<file path="src/rtl/serial_addsub_n.sv">
// serial_addsub_n -- bit-serial adder/subtractor built around one full-adder cell.
//
// The two WIDTH-bit operands are captured in parallel and then consumed
// LSB-first, one bit per clock. The result, carry-out and signed overflow are
// published together on the edge that completes the last bit.
//
// Ports:
//   clk    system clock, rising-edge active
//   rst    asynchronous reset, active-low
//   start  begin an operation (sampled only while busy=0)
//   sub    0: a + b + cin, 1: a - b (cin ignored)
//   cin    carry-in for add mode
//   a, b   WIDTH-bit operands, captured on the accepting edge
//   busy   high while bits are being shifted through the adder
//   done   one-cycle pulse; sum/cout/ovf are valid from this cycle
//   sum    result register (modulo 2^WIDTH)
//   cout   final carry-out; in sub mode 1 means no borrow
//   ovf    two's-complement overflow of the operation
module serial_addsub_n #(
  parameter int WIDTH = 8
) (
  input  logic             clk,
  input  logic             rst,
  input  logic             start,
  input  logic             sub,
  input  logic             cin,
  input  logic [WIDTH-1:0] a,
  input  logic [WIDTH-1:0] b,
  output logic             busy,
  output logic             done,
  output logic [WIDTH-1:0] sum,
  output logic             cout,
  output logic             ovf
);

  localparam int CNT_W = $clog2(WIDTH);
  localparam logic [CNT_W-1:0] LAST_BIT = CNT_W'(WIDTH - 1);

  typedef enum logic [1:0] {IDLE, SHIFT, DONE} state_t;

  state_t           state;
  logic [CNT_W-1:0] cnt;
  logic [WIDTH-1:0] opa;
  logic [WIDTH-1:0] opb;
  logic [WIDTH-1:0] res;
  logic             carry;

  // Full-adder cell operating on the current LSBs of the operand shifters.
  function automatic logic fa_sum(input logic x, input logic y, input logic c);
    return x ^ y ^ c;
  endfunction

  function automatic logic fa_carry(input logic x, input logic y, input logic c);
    return (x & y) | (x & c) | (y & c);
  endfunction

  logic bit_s;
  logic carry_nx;

  always_comb begin
    bit_s    = fa_sum(opa[0], opb[0], carry);
    carry_nx = fa_carry(opa[0], opb[0], carry);
  end

  always_ff @(posedge clk or negedge rst) begin
    if (!rst) begin
      state <= IDLE;
      cnt   <= '0;
      opa   <= '0;
      opb   <= '0;
      res   <= '0;
      carry <= 1'b0;
      busy  <= 1'b0;
      done  <= 1'b0;
      sum   <= '0;
      cout  <= 1'b0;
      ovf   <= 1'b0;
    end else begin
      case (state)
        // IDLE and DONE both accept a new operation; DONE only differs in
        // that done is high during it, which is what allows back-to-back ops.
        IDLE, DONE: begin
          done <= 1'b0;
          if (start) begin
            opa   <= a;
            // Subtraction is a + ~b + 1: invert B and force carry-in to 1.
            opb   <= sub ? ~b : b;
            carry <= sub ? 1'b1 : cin;
            cnt   <= '0;
            busy  <= 1'b1;
            state <= SHIFT;
          end else begin
            state <= IDLE;
          end
        end

        SHIFT: begin
          opa   <= opa >> 1;
          opb   <= opb >> 1;
          carry <= carry_nx;
          res   <= {bit_s, res[WIDTH-1:1]};
          cnt   <= cnt + 1'b1;
          if (cnt == LAST_BIT) begin
            // This edge handles the MSB: carry holds the carry into the MSB,
            // carry_nx the carry out of it; their XOR is signed overflow.
            sum   <= {bit_s, res[WIDTH-1:1]};
            cout  <= carry_nx;
            ovf   <= carry ^ carry_nx;
            busy  <= 1'b0;
            done  <= 1'b1;
            state <= DONE;
          end
        end

        default: begin
          busy  <= 1'b0;
          done  <= 1'b0;
          state <= IDLE;
        end
      endcase
    end
  end

endmodule

</file>
<file path="config.mk">
export PLATFORM = sky130hd
export DESIGN_NAME = serial_addsub_n
export DESIGN_NICKNAME = d
export VERILOG_FILES = /design/src/rtl/serial_addsub_n.sv
export SDC_FILE = /design/constraint.sdc
export NUM_CORES = 1
export LEC_CHECK = 0
export CAP_MARGIN = 20
export CORE_UTILIZATION = 33
export DETAILED_ROUTE_END_ITERATION = 8
export PLACE_DENSITY = 0.57
export SYNTH_ARGS = -nofsm -noshare
export SYNTH_HDL_FRONTEND = slang
export SYNTH_SLANG_ARGS = --single-unit
</file>
<file path="constraint.sdc">
create_clock -name clk -period 1.75 [get_ports clk]
set_input_delay 0.2625 -clock clk [delete_from_list [all_inputs] [get_ports clk]]
set_output_delay 0.2625 -clock clk [all_outputs]
set_load 0.02 [all_outputs]
</file>
; Yosys cells after proc, flatten, opt, wreduce, memory -nomap -nowiden
; Index checks and enable logic that the tools add are counted.
[totals]
word_cells = 50
ramBits = 0
register_bits = 42
romBits = 0
mem_count = 0
inputBits = 21
out_inout_bits = 12
latchBits = 0
[classes]
bitwise_logic = 9
n_reduce_logical = 6
n_mux = 18
mul = 0
n_div = 0
order_cmp = 0
eq_ne = 5
shifts = 0
n_addsub = 1
[op_table]
columns = operator, count
row1 = $pmux 8 s2, 2
row2 = $mux 8, 3
row3 = $not 8->8, 1
row4 = $mux 1, 7
row5 = $pmux 3 s2, 1
row6 = $reduce_and 2->1, 3
row7 = $ne 2x2->1 const B, 2
row8 = $pmux 1 s2, 2
row9 = $pmux 2 s2, 1
row10 = $add 3x1->3 const B, 1
row11 = $and 1x1->1, 3
row12 = $eq 3x3->1 const B, 1
row13 = $mux 3, 1
row14 = $xor 1x1->1, 3
row15 = $eq 2x1->1 const B, 1
row16 = $eq 2x2->1 const B, 1
row17 = $logic_not 2->1, 1
row18 = $mux 2, 1
row19 = $or 1x1->1, 2
row20 = $reduce_bool 2->1, 1
row21 = $reduce_or 2->1, 1

; Longest topological paths before layout
[logic_depth]
ltp_word = 4
depth_mapped = 6
mapped_depth_nobuf = 5

; Worst setup path before layout
; Ideal clock, no wire load.
[synth_path]
path_type = reg-to-reg
from = register cnt[0]
to = register cout
required_time_ns = 1.625
setup_ns = 0.125
path_slack_ns = 0.211
path_stages_with_launch = 6
period_less_slack_ns = 1.539
path_buffers = 1
arrival_time_ns = 1.414
cell_sequence = dfrtp_1 ha_1 ha_1 nand3b_1 buf_2 mux2_2
[synth_between]
elab_chain_cells = 2
[synth_rtl]
columns = item, line
row1 = start: declaration, 42  ; logic [CNT_W-1:0] cnt;
row2 = start signal: assignment, 102  ; cnt <= cnt + 1'b1;
row3 = $eq 3x3->1, 103  ; if (cnt == LAST_BIT) begin
row4 = $reduce_and 2->1 (no source line), -
row5 = end signal: assignment, 107  ; cout <= carry_nx;
row6 = end: declaration, 32  ; output logic cout,
; Every way passes these cells.
; A chain may end at the register's enable or synchronous reset.

; Final worst setup path
[layout_path]
from = register done
to = output port done
[layout_lines]
columns = item, line
row1 = start: declaration, 30  ; output logic done,
row2 = start signal: assignment, 74  ; done <= 1'b0;
row3 = start signal: assignment, 83  ; done <= 1'b0;
row4 = start signal: assignment, 110  ; done <= 1'b1;
; No word-level cell between the ends.

==> run_results.csv <==
group,metric,value,unit
status,outcome,"finished clean",
clock_network,cts_buffers,5,
yosys,yosys_warnings,0,
yosys,synth.top_cell.area_share,0.582,
die,num_rows,25,
grt,track_usage,0.127,
sta,hold_viol,0,
place,port_buffers,32,
worst_setup_path,reg2reg_from,"state[0]",
worst_setup_path,cp_data_arrival_time,1.35,ns
cells_and_area,layout_common_cells,"dfrtp_1, clkdlybuf4s50_1, mux2_2",
drt,routedWlPerCell,13.2,µm
yosys,postSynthAreaPerCell,13.5,µm²
pwr,p_per_area,1810,nW/µm²
worst_setup_path,path_depth,1,
worst_setup_path,critPathLaunchType,"flip-flop",
place,dpl.cell_count,224,
sta,worstMarginPinSlew,0.783,ns
worst_setup_path,path_buf_inv,1,
yosys,syn_inst,127,
die,initial_core_util,0.352,
yosys,synth_seq_area_share,0.582,
sta,report.final.slew_viol_count,0,
grt,grt_max_degree,41,
clock_network,postCtsSetupBuffers,0,
cells_and_area,fin_cells,232,
worst_setup_path,r2r_slack,0.16,ns
clock_network,clock_sinks,40,
cells_and_area,area_delta_synth_final,28.9,%
sta,slew_headroom,0.477,
grt,antenna_found_initial,0,
grt,first_global_vias,1120,
clock_network,clock_path_buffers,2,
run,max_cap_viol_count,0,
pwr,finalPower,4.02,mW
hold_path,min_path_type,"primary input to async pin",
worst_setup_path,cp-end-kind,"primary output",
worst_setup_path,rr_worst_depth,3,
grt,grt_use_met3,0.0285,
sta,max_freq,618,MHz
drt,via_count,1120,
pwr,vdd.ir_drop.worst,0.000577,V
cells_and_area,final_net_count,188,
clock_network,htreeDepth,2,
yosys,synthesis.nets,151,
worst_setup_path,slowest_stage,"clkdlybuf4s50_1",
clock_network,tritoncts,"yes",
worst_setup_path,critPathTopFamily,"buffers and inverters",
grt,grt_overflow,0,
clock_network,clockRootBuffer,"clkbuf_8",
cells_and_area,nFillCells,479,
yosys,syn_area,1720,µm²
die,die_x,74.2,µm
drt,drtPass1Iterations,4,
place,place.detailed.hpwl,2.16,mm
sta,hold_ws,0.0134,ns
clock_network,path_clk_slew,0.08,ns
yosys,ys_ff_latch,40,
drt,routed_wl,3.07,mm
grt,globalRouteMet2Util,0.209,
sta,min_period,1.62,ns
yosys,synthDistinctLibCells,21,
grt,grt_pass1_wl,5.16,mm
worst_setup_path,r2r_end,"cnt[0]",
sta,timing.final.crit_share,0.924,
clock_network,ctsResizeCount,0,
cells_and_area,layout-drive-gt1-share,0.206,
place,routabilityCongestion,0.692,
drt,antenna_left,0,
sta,rsz0062_at_grt,"false",
cells_and_area,n_antenna_cell,0,
grt,grt_most_used_layer,"met2",
worst_setup_path,crit_type,"flip-flop to primary output",
cells_and_area,layout_commonest_cell,"dfrtp_1",
drt,drt-initial-drc-count,71,
die,core,4880,µm²
yosys,synth.largest_area_cell,"dfrtp_1",
worst_setup_path,critPathRequiredTime,1.49,ns
die,boundaryPins,33,
clock_network,clock_latency,0.29,ns
worst_setup_path,crit_fanout,4,
die,die_area,5500,µm²
sta,setup_viol_count_final,0,
grt,grt_use_met1,0.156,
clock_network,hold_buffers,0,
die,die_h,74.2,µm
pwr,power_leakage,1.01,nW
yosys,synth_area_leaders,"dfrtp_1, mux2_2, a22o_1",
sta,finClkSkew,0.00700,ns
worst_setup_path,cp_cell_sequence,"clkdlybuf4s50_1",
drt,drt-vias-per-instance,4.83,
drt,drc_errors,0,
worst_setup_path,max_stage_delay,0.64,ns
[worst max path at each step]
| stage | start | endpoint | slack (ns) |
|---|---|---|---|
| detailed placement | start | cnt[0] | -0.08 |
| global placement | start | cnt[0] | -0.03 |
| CTS | done | done | 0.12 |
| finish | done | done | 0.13 |
| global route | state[0] | opb[2] | 0.06 |
| floorplan | cnt[0] | cout | 0.21 |
[Yosys cell counts, drive strengths merged]
master,instances
dfrtp,40
clkbuf,1
a22o,11
mux2,17
nor2,12
buf,8
nor2b,2
ha,2
a221o,8
fa,1
nand2,2
o21ai,3
nand3b,1
xnor2,8
a21o,7
xor2,1
inv,2
nand2b,1
[metrics by stage]
step           setup slack [ns]   util  area, µm²  setup TNS (ns)
2_1_floorplan             0.211      -       1720               0
3_3_place_gp            -0.0287  0.432       2110         -0.0512
3_5_place_dp            -0.0756  0.432       2110          -0.722
4_1_cts                   0.121  0.454       2220               0
5_1_grt                  0.0645  0.454       2220               0
6_report                  0.133  0.454       2220               0
[where the power goes]
part / total, mW / switching (mW) / internal [mW]
registers: 1.64 / 0.269 / 1.37
clock network: 0.734 / 0.311 / 0.423
logic: 1.65 / 0.724 / 0.924
total: 4.02 / 1.30 / 2.71
[registers in the layout (all words and copies together), names as in the netlist]
signal	count
cout	1
cnt	3
state	1
opb	8
busy	1
res	7
sum	8
opa	8
carry	1
ovf	1
done	1
[per-layer routing]
layer / wire, µm / share of wire
met2: 1450 / 0.47
met3: 167 / 0.054
met5: 0 / 0
met4: 58 / 0.019
met1: 1400 / 0.45
[cell type report]
cell class              count  area (µm²)  area share
flip-flops and latches     40        1000       0.452
multi-input cells          76         648       0.292
repair buffers             39         368       0.166
well taps                  67        83.8      0.0378
clock buffers               6        72.6      0.0327
clock inverters             2        35.0      0.0158
inverters                   2        7.51     0.00339
[cells by family (layout without fill, tap and decap cells)]
logic type | after synthesis | after routing | share of synthesized area
adder cells (fa/ha/maj) | 3 | 3 | 0.0262
AND/OR/NAND/NOR | 18 | 18 | 0.0517
XOR/XNOR | 9 | 9 | 0.0459
multiplexers | 17 | 17 | 0.111
flip-flops | 40 | 40 | 0.582
AO/OA/AOI/OAI | 29 | 29 | 0.142
buffers and inverters | 11 | 49 | 0.0408
Note: power is estimated with default switching activity, not from simulation.
==> RTL edit 1, RTL diff (config.mk and constraints unchanged) <==
The 3 states of `state_t` get a one-hot encoding in 3 bits.
--- a/src/rtl/serial_addsub_n.sv
+++ b/src/rtl/serial_addsub_n.sv
@@ -36,7 +36,7 @@
   localparam int CNT_W = $clog2(WIDTH);
   localparam logic [CNT_W-1:0] LAST_BIT = CNT_W'(WIDTH - 1);
 
-  typedef enum logic [1:0] {IDLE, SHIFT, DONE} state_t;
+  typedef enum logic [2:0] {IDLE = 3'b001, SHIFT = 3'b010, DONE = 3'b100} state_t;
 
   state_t           state;
   logic [CNT_W-1:0] cnt;
Check against the original RTL: no difference found for any inputs over 10 cycles, from zero or initial values and one cycle with rst low; not proved beyond that.
==> RTL edit 1 against the original RTL <==
Cell count increased by 24%; count of clock-buffer cells in the layout unchanged; total power decreased by 17%; final area increased by 11%; die area increased by 11%; setup slack improved by 36 ps; sequential cell count increased by 1; worst hold slack improved by 11 ps; routed wire length increased by 24%; core utilization decreased by 1.1 points; synthesized area increased by 12%; critical path type unchanged; largest cell class unchanged; highest routed layer unchanged.
==> RTL edit 1: results (changes against the original RTL) <==
{| class="wikitable"
! Metric !! Value
|-
| Port bufs || 32 (unchanged)
|-
| Count of instances resized after the clock tree is built || 1 (was 0)
|-
| Number of nets in the synthesized netlist || 200 (was 151)
|-
| Compound-Gate Fraction of Synth Area || 11.73% (was 14.19%)
|-
| Maximum number of pins on one net before global-route repair || 42 (was 41)
|-
| Data arrival, critical path || 1320 ps (was 1350 ps)
|-
| Number of distinct standard cells referenced by the synthesized netlist || 28 (was 21)
|-
| Non-filler cells, final || 287 (was 232)
|-
| Wire length of the first global-routing pass || 6506 um (was 5161 um)
|-
| Final routed wire length divided by cell count || 13.30 um (was 13.23 um)
|-
| Detailed router's first-iteration violation count || 77 (was 71)
|-
| Filler cell count || 555 (was 479)
|-
| Proportion of synthesized chip area in sequential cells || 53.49% (was 58.22%)
|-
| Post-DP HPWL || 2531 um (was 2156 um)
|-
| Cells taking the most area after synthesis || dfrtp_1, o211ai_1, nand2_1 (was dfrtp_1, mux2_2, a22o_1)
|-
| Clock tree skew after final layout || 12.33 ps (was 6.998 ps)
|-
| Asr flop ratio synth || 100.0% (unchanged)
|-
| Power spent charging and discharging nets || 1.214 mW (was 1.304 mW)
|-
| Nets || 238 (was 188)
|-
| Global Route Usage Sum || 13.61% (was 12.67%)
|-
| Worst-case vdd ir drop || 0.0008113 V (was 0.0005773 V)
|-
| Worst min-delay path class || primary input to asynchronous set/reset pin (unchanged)
|-
| Max transition margin || 64.36% (was 47.75%)
|-
| Clk buf depth || 2 (unchanged)
|-
| Routability cong. || 0.7166 (was 0.6924)
|-
| Cell count after placement || 279 (was 224)
|-
| Via density per instance || 4.882 (was 4.828)
|-
| Leakage || 1.098 nW (was 1.012 nW)
|-
| Worst path max stage delay || 620 ps (was 640 ps)
|-
| Result of the run || complete, no violations (unchanged)
|-
| Adder-cell area share of the yosys netlist || 2.345% (was 2.620%)
|-
| Number of global-route vias before repair || 1,385 (was 1,120)
|-
| Cell count after synthesis || 176 (was 127)
|-
| Fraction of synthesized area in multiplexers || 7.622% (was 11.14%)
|-
| Commonest cells in the netlist || nand2_1, dfrtp_1, o211ai_1 (was dfrtp_1, mux2_2, a22o_1, nor2_1)
|-
| Critical Path Fanout Max || 3 (was 4)
|-
| Fraction of layout cells with a size suffix above 1 || 16.28% (was 20.61%)
|-
| Number of cells on the worst reg-to-reg path || 5 (was 3)
|-
| Post-Synth XOR/XNOR Area || 5.798% (was 4.585%)
|}
==> RTL edit 1: power groups by stage <==
stage	combinational (mW)	sequential, mW	clock [mW]
3_5_place_dp	1.18	1.53	0
3_3_place_gp	1.15	1.53	0
4_1_cts	1.18	1.52	0.675
6_report	1.18	1.52	0.654
5_1_grt	1.32	1.56	0.715
2_1_floorplan	0.836	1.49	0
==> RTL edit 1: logic make-up (layout without fill, tap and decap cells) <==
logic type               count (synthesis)  in the layout
AO/OA/AOI/OAI                           32             32
AND/OR/NAND/NOR                         67             67
adder cells (fa/ha/maj)                  3              3
multiplexers                            10             10
buffers and inverters                   12             51
XOR/XNOR                                11             11
flip-flops                              41             41
==> RTL edit 1: final cells by class <==
class                           count  share of cell area (%)
Clock buffer                        6                   3.347
Clock inverter                      2                  0.5578
Inverter                            1                  0.1521
Multi-Input combinational cell    123                   34.38
Sequential cell                    41                   41.63
Tap cell                           72                   3.651
Timing Repair Buffer               42                   16.28
==> RTL edit 1: through the flow <==
step | setup WS (ps) | hold slack [ps] | cell area (sq um)
final | 169.4 | 24.70 | 2467
after global placement | 149.2 | 363.2 | 2361
after detailed placement | 70.15 | 364.0 | 2361
after CTS | 46.72 | 43.46 | 2456
after floorplan | 180.9 | -33.09 | 1921
after global routing | 115.8 | 66.41 | 2467
==> RTL edit 1: final timing paths <==
path | slack (ps) | from | to
max | 170 | busy | busy
min | 20 | rst | ovf
max reg2reg | 200 | cnt[0] | sum[0]
min reg2reg | 490 | opa[3] | opa[2]
max in group asynchronous | 1340 | rst | state[0]
min in group clk | 490 | opa[3] | opa[2]
==> RTL edit 1: routing by layer <==
layer	global-route usage, %	part of all wire [%]
met5	0	0
met4	5.000	0.86
met3	2.791	3.5
met2	20.53	43
met1	19.20	52
==> RTL edit 2, RTL diff (config.mk and constraints unchanged) <==
Made on the original files. The parameter `WIDTH` goes from 8 to 16.
--- a/src/rtl/serial_addsub_n.sv
+++ b/src/rtl/serial_addsub_n.sv
@@ -17,7 +17,7 @@
 //   cout   final carry-out; in sub mode 1 means no borrow
 //   ovf    two's-complement overflow of the operation
 module serial_addsub_n #(
-  parameter int WIDTH = 8
+  parameter int WIDTH = 16
 ) (
   input  logic             clk,
   input  logic             rst,
Interface: changed (resized a, b and sum); port bits go from 33 to 57. No check against the original RTL was run, so the function may have changed too.
==> RTL edit 2 against the original RTL <==
First-iteration DRC count is 45% higher; routed wire length is 100% higher; sequential cell count is 33 higher; setup slack worse by 2.5 ps; sequential power is 79% higher; final area is 86% higher; synthesized area is 87% higher; sequential share of layout area is 0.88 points lower; total power is 78% higher; global-route usage is 1.0 points higher; count of clock-buffer cells in the layout is 6 higher; largest power group is now sequential cells.
==> RTL edit 2: results (changes against the original RTL) <==
{| class="wikitable"
! Metric !! Value
|-
| Mean cell area of the mapped netlist || 11.65 sq um (was 13.54 sq um)
|-
| Filler cell count || 904 (was 479)
|-
| Routability cong. || 0.7068 (was 0.6924)
|-
| Clock tree skew after final layout || 7.690 ps (was 6.998 ps)
|-
| Startpoint of the worst register-to-register path || cnt[0] (was state[0])
|-
| Fraction of synthesized area in multiplexers || 7.980% (was 11.14%)
|-
| Endpoint of the worst register-to-register path || sum[11] (was cnt[0])
|-
| Sum of routed wire length over all layers || 6133 um (was 3070 um)
|-
| Later-pin clock latency in the skew report || 340 ps (was 290 ps)
|-
| Number of distinct standard cells referenced by the synthesized netlist || 27 (was 21)
|-
| Number of global-route vias before repair || 2,181 (was 1,120)
|-
| Nets || 373 (was 188)
|-
| Final routed wire length divided by cell count || 13.10 um (was 13.23 um)
|-
| Cells taking the most area after synthesis || dfrtp_1, nand2_1, a221o_1 (was dfrtp_1, mux2_2, a22o_1)
|-
| Adder-cell area share of the yosys netlist || 1.012% (was 2.620%)
|-
| Leakage || 1.869 nW (was 1.012 nW)
|-
| Fraction of layout cells with a size suffix above 1 || 14.75% (was 20.61%)
|-
| Largest registers || opa: 16 flops, opb: 16 flops, sum: 16 flops (was opa: 8 flops, opb: 8 flops, sum: 8 flops)
|-
| Port bufs || 56 (was 32)
|-
| Wire length of the first global-routing pass || 10,650 um (was 5161 um)
|-
| Result of the run || complete, no violations (unchanged)
|-
| Worst slack at placement || 94.08 ps (was -75.56 ps)
|-
| Compound-Gate Fraction of Synth Area || 9.887% (was 14.19%)
|-
| Worst Tran Pin Value || 454.7 ps (was 782.9 ps)
|-
| Cell count after placement || 451 (was 224)
|-
| Commonest cells in the netlist || dfrtp_1, nand2_1, nor2_1 (was dfrtp_1, mux2_2, a22o_1, nor2_1)
|}
[RTL edit 2: cell types whose count changed in the layout (fill, tap and decap cells not counted), moves of 7 or more]
| cell | unedited run | this run |
|---|---|---|
| nand2_1 | 2 | 63 |
| dfrtp_1 | 40 | 73 |
| clkdlybuf4s50_1 | 31 | 55 |
| nand3_1 | 0 | 16 |
| a22oi_1 | 0 | 15 |
| mux2_4 | 0 | 9 |
| a221o_1 | 8 | 16 |
| mux2_2 | 17 | 9 |
| a21o_1 | 7 | 0 |
| a22o_1 | 11 | 4 |
| clkbuf_8 | 5 | 12 |
| nor2_1 | 11 | 18 |
| xnor2_1 | 8 | 15 |
[RTL edit 2: stage by stage]
step / hold slack (ps) / cell area (sq um) / util (%)
after floorplan: -33.09 / 3214 / -
after global placement: 245.3 / 3899 / 41.80
after detailed placement: 247.9 / 3899 / 41.80
after CTS: 417.9 / 4124 / 44.21
after global routing: 447.4 / 4124 / 44.21
final: 418.1 / 4124 / 44.21
[RTL edit 2: worst max-delay path by stage]
stage	to	slack [ps]	cells past startpoint
global placement	opb[13]	130	4
finish	done	130	1
CTS	busy	110	1
floorplan	sum[10]	240	5
detailed placement	opb[1]	90	4
global route	sum[11]	30	4
[RTL edit 2: area by class of cell]
class                           instances  area [sq um]  area share (%)
Timing Repair Buffer                   67         680.7           16.50
Tap cell                              129         161.4           3.914
Multi-Input combinational cell        183          1240           30.07
Clock buffer                           12         165.2           4.005
Clock inverter                          4         50.05           1.214
Sequential cell                        73          1827           44.30
[RTL edit 2: repair_timing]
action                                 CTS  global route
endpoints found under the hold margin   33             0
hold buffers                             1             0
setup endpoints to repair                0             0
[RTL edit 2: where the power goes]
part | total (mW) | internal (mW) | switching (mW)
Combinational | 2.81 | 1.40 | 1.41
Sequential | 2.94 | 2.46 | 0.488
Clock | 1.38 | 0.773 | 0.605
Total | 7.13 | 4.63 | 2.50
[RTL edit 2: cell families after synthesis]
| kind of cell | Yosys count |
|---|---|
| AOI/OAI and AO/OA | 37 |
| and+or+nand+nor | 107 |
| buffers and inverters | 20 |
| DFF | 73 |
| adders and majority gates | 2 |
| xor gates and xnor gates | 17 |
| muxes | 20 |
[RTL edit 2: metal layers]
| metal | GRT usage (%) | vias to the layer above | part of all wire [%] |
|---|---|---|---|
| met3 | 4.924 | 6 | 5.2 |
| met1 | 17.73 | 1059 | 47 |
| met2 | 21.34 | 54 | 47 |
| met4 | 4.348 | 0 | 1.3 |
| li1 | - | 1063 | - |
| met5 | 0 | - | 0 |
